`src/rtl/conv_window_feeder_pkg.sv`:
```
// Shared convolution definitions: sample width, window/kernel length, the
// window/kernel vector type, and the feeder's FSM state encoding.
package conv_window_feeder_pkg;

  localparam int unsigned WIDTH = 64;
  localparam int unsigned LEN   = 4;

  // Element [0] is the oldest sample, [LEN-1] the newest.
  typedef logic [LEN-1:0][WIDTH-1:0] data_vector;

  typedef enum logic {
    StFill,
    StEmit
  } feeder_state_e;

endpackage

```
`src/rtl/conv_window_feeder_if.sv`:
```
// Handshake bundle of the window feeder.
//   kernel_in/kernel_load/kernel_ready  : kernel coefficient load
//   s_data/s_valid/s_ready/s_last       : scalar sample stream
//   data_out/kernel_out/out_valid/out_ready : window + kernel output
// master = environment side, slave = feeder side.
interface conv_window_feeder_if
  import conv_window_feeder_pkg::*;
#(
  parameter int unsigned WIDTH = conv_window_feeder_pkg::WIDTH,
  parameter int unsigned LEN   = conv_window_feeder_pkg::LEN
);

  logic [LEN-1:0][WIDTH-1:0] kernel_in;
  logic                      kernel_load;
  logic                      kernel_ready;
  logic [WIDTH-1:0]          s_data;
  logic                      s_valid;
  logic                      s_ready;
  logic                      s_last;
  logic [LEN-1:0][WIDTH-1:0] data_out;
  logic [LEN-1:0][WIDTH-1:0] kernel_out;
  logic                      out_valid;
  logic                      out_ready;

  modport master (
    output kernel_in, kernel_load, s_data, s_valid, s_last, out_ready,
    input  kernel_ready, s_ready, data_out, kernel_out, out_valid
  );

  modport slave (
    input  kernel_in, kernel_load, s_data, s_valid, s_last, out_ready,
    output kernel_ready, s_ready, data_out, kernel_out, out_valid
  );

endinterface

```
`src/rtl/conv_shift_window.sv`:
```
// LEN-deep shift register holding the most recent samples.
//   clk, rst  : clock, asynchronous active-high reset
//   shift_en  : shift s_data in at the newest end
//   s_data    : incoming sample
//   window    : [0]=oldest .. [LEN-1]=newest
module conv_shift_window #(
  parameter int unsigned WIDTH = 64,
  parameter int unsigned LEN   = 4
) (
  input  logic                      clk,
  input  logic                      rst,
  input  logic                      shift_en,
  input  logic [WIDTH-1:0]          s_data,
  output logic [LEN-1:0][WIDTH-1:0] window
);

  always_ff @(posedge clk or posedge rst) begin
    if (rst) begin
      window <= '0;
    end else if (shift_en) begin
      for (int i = 0; i < int'(LEN) - 1; i++) begin
        window[i] <= window[i+1];
      end
      window[LEN-1] <= s_data;
    end
  end

endmodule

```
`src/rtl/conv_window_feeder.sv`:
```
// Turns a sample stream into sliding windows of LEN samples and presents
// each window together with the stored kernel over a valid/ready handshake.
//   clk, rst : clock, asynchronous active-high reset
//   bus      : conv_window_feeder_if slave (kernel load, sample stream,
//              window/kernel output)
module conv_window_feeder
  import conv_window_feeder_pkg::*;
#(
  parameter int unsigned WIDTH  = conv_window_feeder_pkg::WIDTH,
  parameter int unsigned LEN    = conv_window_feeder_pkg::LEN,
  parameter int unsigned STRIDE = 1
) (
  input logic                 clk,
  input logic                 rst,
  conv_window_feeder_if.slave bus
);

  localparam int unsigned CntW = $clog2(LEN + 1);
  localparam logic [CntW-1:0] LenC    = CntW'(LEN);
  localparam logic [CntW-1:0] StrideC = CntW'(STRIDE);

  feeder_state_e             state_q, state_d;
  logic [CntW-1:0]           fill_q, fill_d;
  // Set once the frame's first window has been emitted; reset value 0 means
  // "next window is the first of a frame".
  logic                      mid_q, mid_d;
  // Emitted window contains the frame's s_last.
  logic                      last_q, last_d;
  logic [LEN-1:0][WIDTH-1:0] kernel_q;

  logic            accept;
  logic [CntW-1:0] fill_inc;
  logic [CntW-1:0] target;

  assign bus.s_ready      = (state_q == StFill);
  assign bus.out_valid    = (state_q == StEmit);
  assign bus.kernel_ready = (state_q == StFill) && (fill_q == '0) && !mid_q;
  assign bus.kernel_out   = kernel_q;

  assign accept   = bus.s_valid && bus.s_ready;
  assign fill_inc = fill_q + 1'b1;
  assign target   = mid_q ? StrideC : LenC;

  conv_shift_window #(
    .WIDTH (WIDTH),
    .LEN   (LEN)
  ) u_window (
    .clk      (clk),
    .rst      (rst),
    .shift_en (accept),
    .s_data   (bus.s_data),
    .window   (bus.data_out)
  );

  always_comb begin
    state_d = state_q;
    fill_d  = fill_q;
    mid_d   = mid_q;
    last_d  = last_q;
    unique case (state_q)
      StFill: begin
        if (accept) begin
          if (fill_inc == target) begin
            state_d = StEmit;
            fill_d  = fill_inc;
            last_d  = bus.s_last;
          end else if (bus.s_last) begin
            // Partial frame: drop it and wait for a full first window.
            fill_d = '0;
            mid_d  = 1'b0;
          end else begin
            fill_d = fill_inc;
          end
        end
      end
      StEmit: begin
        if (bus.out_ready) begin
          state_d = StFill;
          fill_d  = '0;
          mid_d   = !last_q;
          last_d  = 1'b0;
        end
      end
      default: state_d = StFill;
    endcase
  end

  always_ff @(posedge clk or posedge rst) begin
    if (rst) begin
      state_q  <= StFill;
      fill_q   <= '0;
      mid_q    <= 1'b0;
      last_q   <= 1'b0;
      kernel_q <= '0;
    end else begin
      state_q <= state_d;
      fill_q  <= fill_d;
      mid_q   <= mid_d;
      last_q  <= last_d;
      if (bus.kernel_load && bus.kernel_ready) begin
        kernel_q <= bus.kernel_in;
      end
    end
  end

endmodule

```
`src/flat_wrapper.sv`:
```
// flat-port wrapper written by rule: the top's interface ports become plain ports
module conv_window_feeder_flat import conv_window_feeder_pkg::*;
#(
  parameter int unsigned WIDTH  = conv_window_feeder_pkg::WIDTH,
  parameter int unsigned LEN    = conv_window_feeder_pkg::LEN,
  parameter int unsigned STRIDE = 1
)
  (clk, rst, bus_kernel_in, bus_kernel_load, bus_s_data, bus_s_valid, bus_s_last, bus_out_ready, bus_kernel_ready, bus_s_ready, bus_data_out, bus_kernel_out, bus_out_valid);
  conv_window_feeder_if #(.WIDTH(WIDTH), .LEN(LEN)) bus_i ();
  input logic clk;
  input logic rst;
  input wire logic [$bits(bus_i.kernel_in)-1:0] bus_kernel_in;
  input wire logic [$bits(bus_i.kernel_load)-1:0] bus_kernel_load;
  input wire logic [$bits(bus_i.s_data)-1:0] bus_s_data;
  input wire logic [$bits(bus_i.s_valid)-1:0] bus_s_valid;
  input wire logic [$bits(bus_i.s_last)-1:0] bus_s_last;
  input wire logic [$bits(bus_i.out_ready)-1:0] bus_out_ready;
  output wire logic [$bits(bus_i.kernel_ready)-1:0] bus_kernel_ready;
  output wire logic [$bits(bus_i.s_ready)-1:0] bus_s_ready;
  output wire logic [$bits(bus_i.data_out)-1:0] bus_data_out;
  output wire logic [$bits(bus_i.kernel_out)-1:0] bus_kernel_out;
  output wire logic [$bits(bus_i.out_valid)-1:0] bus_out_valid;
  assign bus_i.kernel_in = bus_kernel_in;
  assign bus_i.kernel_load = bus_kernel_load;
  assign bus_i.s_data = bus_s_data;
  assign bus_i.s_valid = bus_s_valid;
  assign bus_i.s_last = bus_s_last;
  assign bus_i.out_ready = bus_out_ready;
  assign bus_kernel_ready = bus_i.kernel_ready;
  assign bus_s_ready = bus_i.s_ready;
  assign bus_data_out = bus_i.data_out;
  assign bus_kernel_out = bus_i.kernel_out;
  assign bus_out_valid = bus_i.out_valid;
  conv_window_feeder #(.WIDTH(WIDTH), .LEN(LEN), .STRIDE(STRIDE)) u_core (.clk(clk), .rst(rst), .bus(bus_i));
endmodule
```
`config.mk`:
```
export PLATFORM = sky130hd
export DESIGN_NAME = conv_window_feeder_flat
export DESIGN_NICKNAME = d
export VERILOG_FILES = /design/src/rtl/conv_window_feeder_pkg.sv /design/src/rtl/conv_window_feeder_if.sv /design/src/rtl/conv_shift_window.sv /design/src/rtl/conv_window_feeder.sv /design/src/flat_wrapper.sv
export SDC_FILE = /design/constraint.sdc
export NUM_CORES = 1
export LEC_CHECK = 0
export CAP_MARGIN = 20
export CELL_PAD_IN_SITES_DETAIL_PLACEMENT = 0
export CELL_PAD_IN_SITES_GLOBAL_PLACEMENT = 1
export CORE_AREA = 5 5 328 330
export CTS_CLUSTER_DIAMETER = 40
export CTS_CLUSTER_SIZE = 24
export DETAILED_ROUTE_END_ITERATION = 16
export DIE_AREA = 0 0 333 335
export PLACE_DENSITY = 0.54
export SLEW_MARGIN = 20
export SYNTH_ARGS = -nofsm -noshare
export SYNTH_HDL_FRONTEND = slang
export SYNTH_HIERARCHICAL = 1
export SYNTH_SLANG_ARGS = --single-unit
```
`constraint.sdc`:
```
create_clock -name clk -period 18.6 [get_ports clk]
set_input_delay 1.86 -clock clk [delete_from_list [all_inputs] [get_ports clk]]
set_output_delay 1.86 -clock clk [all_outputs]
set_load 0.01 [all_outputs]
```
== After elaboration in Yosys (flattened, before gate mapping) ==
Index checks and enable logic that the tools add are counted.

* Register bits after elaboration: 518
* Input port bits: 326
* Output and inout port bits: 515
* Logic and storage cells: 49

* Add/subtract/negate cells: 1
* Equal/unequal tests: 6
* Mux-type cells: 19
* Bitwise logic cells: 1
* Reductions and logical operators: 10

{| class="wikitable"
|+ Operators with widths
! kind !! number
|-
| $mux W3 || 5
|-
| $mux W1 || 10
|-
| $ne A2 B2 Y1 const B || 5
|-
| $pmux W1 S2 || 3
|-
| $pmux W3 S2 || 1
|-
| $logic_and A1 B1 Y1 || 4
|-
| $reduce_and A4 Y1 || 1
|-
| $add A3 B1 Y3 const B || 1
|-
| $eq A3 B3 Y1 || 1
|-
| $logic_not A3 Y1 || 1
|-
| $reduce_and A3 Y1 || 1
|-
| $logic_not A1 Y1 || 2
|-
| $reduce_and A2 Y1 || 1
|-
| $not A1 Y1 || 1
|}

== Logic depth before layout (Yosys ltp) ==
* Word-level depth: 5
* Mapped depth: 7
* Mapped depth without buffers: 6

== Modules after synthesis ==
Netlist, hierarchy kept.

{| class="wikitable"
|+ Modules (own cells, without submodules)
! module !! instances !! cells each !! area an instance (sq um) !! sequential area each (sq um)
|-
| conv_window_feeder || 1 || 581 || 10875.4 || 6556.3
|-
| conv_shift_window || 1 || 541 || 9598.0 || 6406.1
|}

== Least setup slack after synthesis ==
Ideal clock, no wire load.

* Kind: input -> register
* From: input bus_s_valid
* To: register u_core/u_window/window[0] (netlist name)
* Setup time: 0.125 ns
* Arrival: 2.949 ns
* Data required time: 18.475 ns
* Path slack: 15.526 ns
* Stages: 4
* Path buffers: 2
* Cell sequence: nor2b_1 > buf_4 > buf_6 > mux2_2

* Word-level cells in the longest chain between the ends: 1

{| class="wikitable"
|+ RTL lines
! what !! RTL line !! text
|-
| start, declared || flat_wrapper.sv:15 || <nowiki>input wire logic [$bits(bus_i.s_valid)-1:0] bus_s_valid;</nowiki>
|-
| $logic_and A1 B1 Y1 || conv_window_feeder.sv:40 || <nowiki>assign accept = bus.s_valid && bus.s_ready;</nowiki>
|-
| end signal, assigned by index || conv_shift_window.sv:22 || <nowiki>window[i] <= window[i+1];</nowiki>
|-
| end signal, assigned by index || conv_shift_window.sv:24 || <nowiki>window[LEN-1] <= s_data;</nowiki>
|-
| end, declared || conv_shift_window.sv:14 || <nowiki>output logic [LEN-1:0][WIDTH-1:0] window</nowiki>
|}

Every way passes these cells.
A chain may end at the register's enable or synchronous reset.

== Worst setup path after layout ==
* From: input bus_s_valid
* To: register u_core/u_window/window[216] (netlist name)

* Word-level cells in the longest chain between the ends: 1

{| class="wikitable"
|+ RTL lines
! what !! RTL line !! text
|-
| $logic_and A1 B1 Y1 || conv_window_feeder.sv:40 ||
|-
| net u_core.accept || conv_window_feeder.sv:31 || <nowiki>logic accept;</nowiki>
|}

The timed path passes the listed nets, and every way through them passes these cells.

==> results.yml <==
pwr:
  vdd_ir_drop_max_uv: 170.9
  p_seq_share_pct: 29.4
  pwr-share-comb_pct: 43.1
  p_total_mw: 7.056
  p_per_area_nw_per_um2: 208.2
  p_switching_mw: 2.212
  p_leak_nw: 14.55
  swShare_pct: 31.34
  clockPowerShare_pct: 27.6
  p_int_mw: 4.844
global_route:
  grt_max_degree: 93
  grt_overflow: 0
  grt_pass1_vias: 15090
  grt_pass1_wl_um: 108100
  antenna_found_initial: 29
  track_usage_pct: 12.96
clock_tree:
  cts_root_buf: "clkbuf_16"
  cts_buffers: 108
  post_cts_buffers: 0
  clk_latency_ns: 0.65
  htree_levels: 3
  clk_pin_slew_worst_paths_ns: 0.05
  cts.path.max_buffers: 3
  cts_hold_buf: 0
  clock_sinks: 518
  cts_tree: "built"
  post_cts_resized: 0
detailed_routing:
  met2_length_um: 35650
  via_per_inst: 3.767
  postRouteAntennaNets: 0
  routedWlPerCell_um: 21.50
  vias: 13250
  top_layer: "met5"
  dr_wl_met3_um: 9746
  drt_pass1_iterations: 4
  drt_wl_total_um: 75630
  met1_length_um: 27650
  drc: 0
  drtIter0Drc: 402
critical_path:
  cp_num_buf_inv: 4
  cp-end-kind: "register"
  critPathKind: "input pin to register"
  cp_max_fo: 68
  crit_required_ns: 19.12
  crit_top_cell: "buf_4"
  cp-start-kind: "input pin"
  critical-path-slowest-cell: "buf_4"
  r2r_setup_slack_ns: 14.78
  max_stage_delay_ns: 0.81
  crit_path_cell_trace: "clkdlybuf4s50_1, nor2b_4, buf_4, buf_4, buf_4, mux2_2"
  arrival_ns: 5.56
  cp_top_family: "buffers and inverters"
logic_synthesis:
  ys_seq_area_share_pct: 63.31
  synth-seq-cells: 518
  synth_edf_count: 0
  ys_types: 22
  synth.top_cells.by_area: "dfrtp_1 63%, mux2_4 18%, mux2_2 15%, buf_6 2.9%, inv_1 0.13%"
  yosys-top-cells-count: "518 x dfrtp_1, 273 x mux2_2, 240 x mux2_4"
  synth.most_common_cell: "dfrtp_1"
  syn_area_um2: 20470
  avgSynthCellArea_um2: 18.25
  synth-main-ff-cell: "dfrtp_1"
  synth_top_area_share_pct: 63.31
  synthCells: 1122
  synth_nets: 1450
  async_reset_ff_share_pct: 100.0
  synth-warning-count: 6
  yosysTopAreaCell: "dfrtp_1"
cells_and_area:
  drive_above_1_share_pct: 34.07
  final_cells: 3518
  fillers: 10300
  nets: 2357
  syn2layout_area_growth_pct: 65.57
placement:
  hpwl_um: 56750
  placedCellCount: 3310
  io_buffers: 840
  pre_cts_slack_ns: 12.90
  gp_congestion: 0.7886
sta:
  finalClockSkew_ns: 0.02502
  fin_crit_sh_pct: 27.10
  tightest_slew_ns: 1.161
  fmax_mhz: 198.4
  finalSetupViolations: 0
  postLayoutSetupSlackWorst_ns: 13.56
  slew_violations: 0
  hold_ws_ns: 0.4675
  tns_ns: 0
  rsz0062_at_grt: "no"
  period_needed_ns: 5.041
  hold_viol: 0
  slew-limit-headroom_pct: 22.62
die:
  rows: 119
  core_region_area_um2: 104500
  die_h_um: 335
  fp.dieArea_um2: 111600
  initial_utilization_pct: 19.59
  die_w_um: 333
  io_pins: 841
outcome:
  status: "finished clean"
flow_run:
  cap_violations: 0
min_path:
  hold_path_class: "register to register"
## layout make-up
cell class / count / area [um2] / area share (%)
clock inverters: 69 / 803.3 / 2.370
repair buffers: 853 / 8509 / 25.10
well taps: 1391 / 1740 / 5.134
clock buffers: 131 / 2929 / 8.641
multi-input cells: 541 / 6892 / 20.33
diodes: 8 / 20.02 / 0.05906
flip-flops and latches: 518 / 12960 / 38.24
inverters: 7 / 41.29 / 0.1218
## cells in the final DEF (no fill, tap or decap), types with 2 or more instances in the layout
| master | count |
|---|---|
| buf_4 | 12 |
| bufinv_16 | 11 |
| clkbuf_1 | 9 |
| clkbuf_16 | 108 |
| clkbuf_8 | 14 |
| clkdlybuf4s50_1 | 840 |
| clkinv_2 | 18 |
| clkinv_4 | 14 |
| clkinvlp_4 | 9 |
| dfrtp_1 | 518 |
| diode_2 | 8 |
| ha_1 | 2 |
| inv_1 | 5 |
| inv_16 | 2 |
| inv_6 | 14 |
| inv_8 | 2 |
| mux2_2 | 273 |
| mux2_4 | 240 |
| nand2_1 | 7 |
| nor3b_1 | 3 |
| o21ai_0 | 5 |
## stage by stage
stage / util [%] / cell area [um2]
after floorplan: - / 20470
after global placement: 28.84 / 30140
after detailed placement: 28.84 / 30140
after CTS: 32.41 / 33870
after global routing: 32.42 / 33880
final: 32.43 / 33900
## worst register-to-register path, cell delays in order (launching register included)
cell and delay (ns):
dfrtp_1 0.41, inv_1 0.06, ha_1 0.20, nor4b_4 0.17, nand2_8 0.68, buf_4 0.84, buf_4 0.95, mux2_4 0.39
## power groups by stage
stage	combinational [mW]	clock, mW	sequential [mW]
2_1_floorplan	1.31	0	2.26
3_3_place_gp	3.08	0	2.07
3_5_place_dp	3.09	0	2.08
4_1_cts	3.11	2.01	2.08
5_1_grt	3.20	2.06	2.15
6_report	3.04	1.95	2.07
## registers in the layout, summed over array words and instances, names as in the netlist
signal                  count
u_core/mid_q                1
u_core/bus.kernel_out     256
u_core/bus.out_valid        1
u_core/fill_q               3
u_core/last_q               1
u_core/u_window/window    256
## routing by layer
metal | global-route usage, % | vias up
li1 | - | 5844
met1 | 13.59 | 6609
met2 | 21.31 | 609
met3 | 8.148 | 157
met4 | 4.573 | 34
met5 | 0 | -
## cell families (layout without fill, tap and decap cells)
kind of cell               after synthesis  after routing  share of synthesized area, %
DFF                                    518            518                         63.31
AOI/OAI and AO/OA                        8              8                        0.2261
muxes                                  514            514                         32.67
xor gates and xnor gates                 1              1                       0.04279
buffers and inverters                   63           1060                         3.129
and+or+nand+nor                         16             16                        0.5012
other                                    0              8                             0
adders and majority gates                2              2                        0.1222
## path summary, 6_finish.rpt
path / start / endpoint / cells after the start
hold reg to reg: u_core/last_q$_DFFE_PP0P_ / u_core/mid_q$_DFFE_PP0P_ / 1
hold / removal: u_core/last_q$_DFFE_PP0P_ / u_core/mid_q$_DFFE_PP0P_ / 1
min in group asynchronous: rst / u_core/u_window/window[79]$_DFFE_PP0P_ / 2
setup / recovery: bus_s_valid / u_core/u_window/window[216]$_DFFE_PP0P_ / 6
setup reg to reg: u_core/fill_q[0]$_DFFE_PP0P_ / u_core/bus.kernel_out[45]$_DFFE_PP0P_ / 7
max in group asynchronous: rst / u_core/bus.kernel_out[23]$_DFFE_PP0P_ / 4
(Power assumes the default switching activity.)
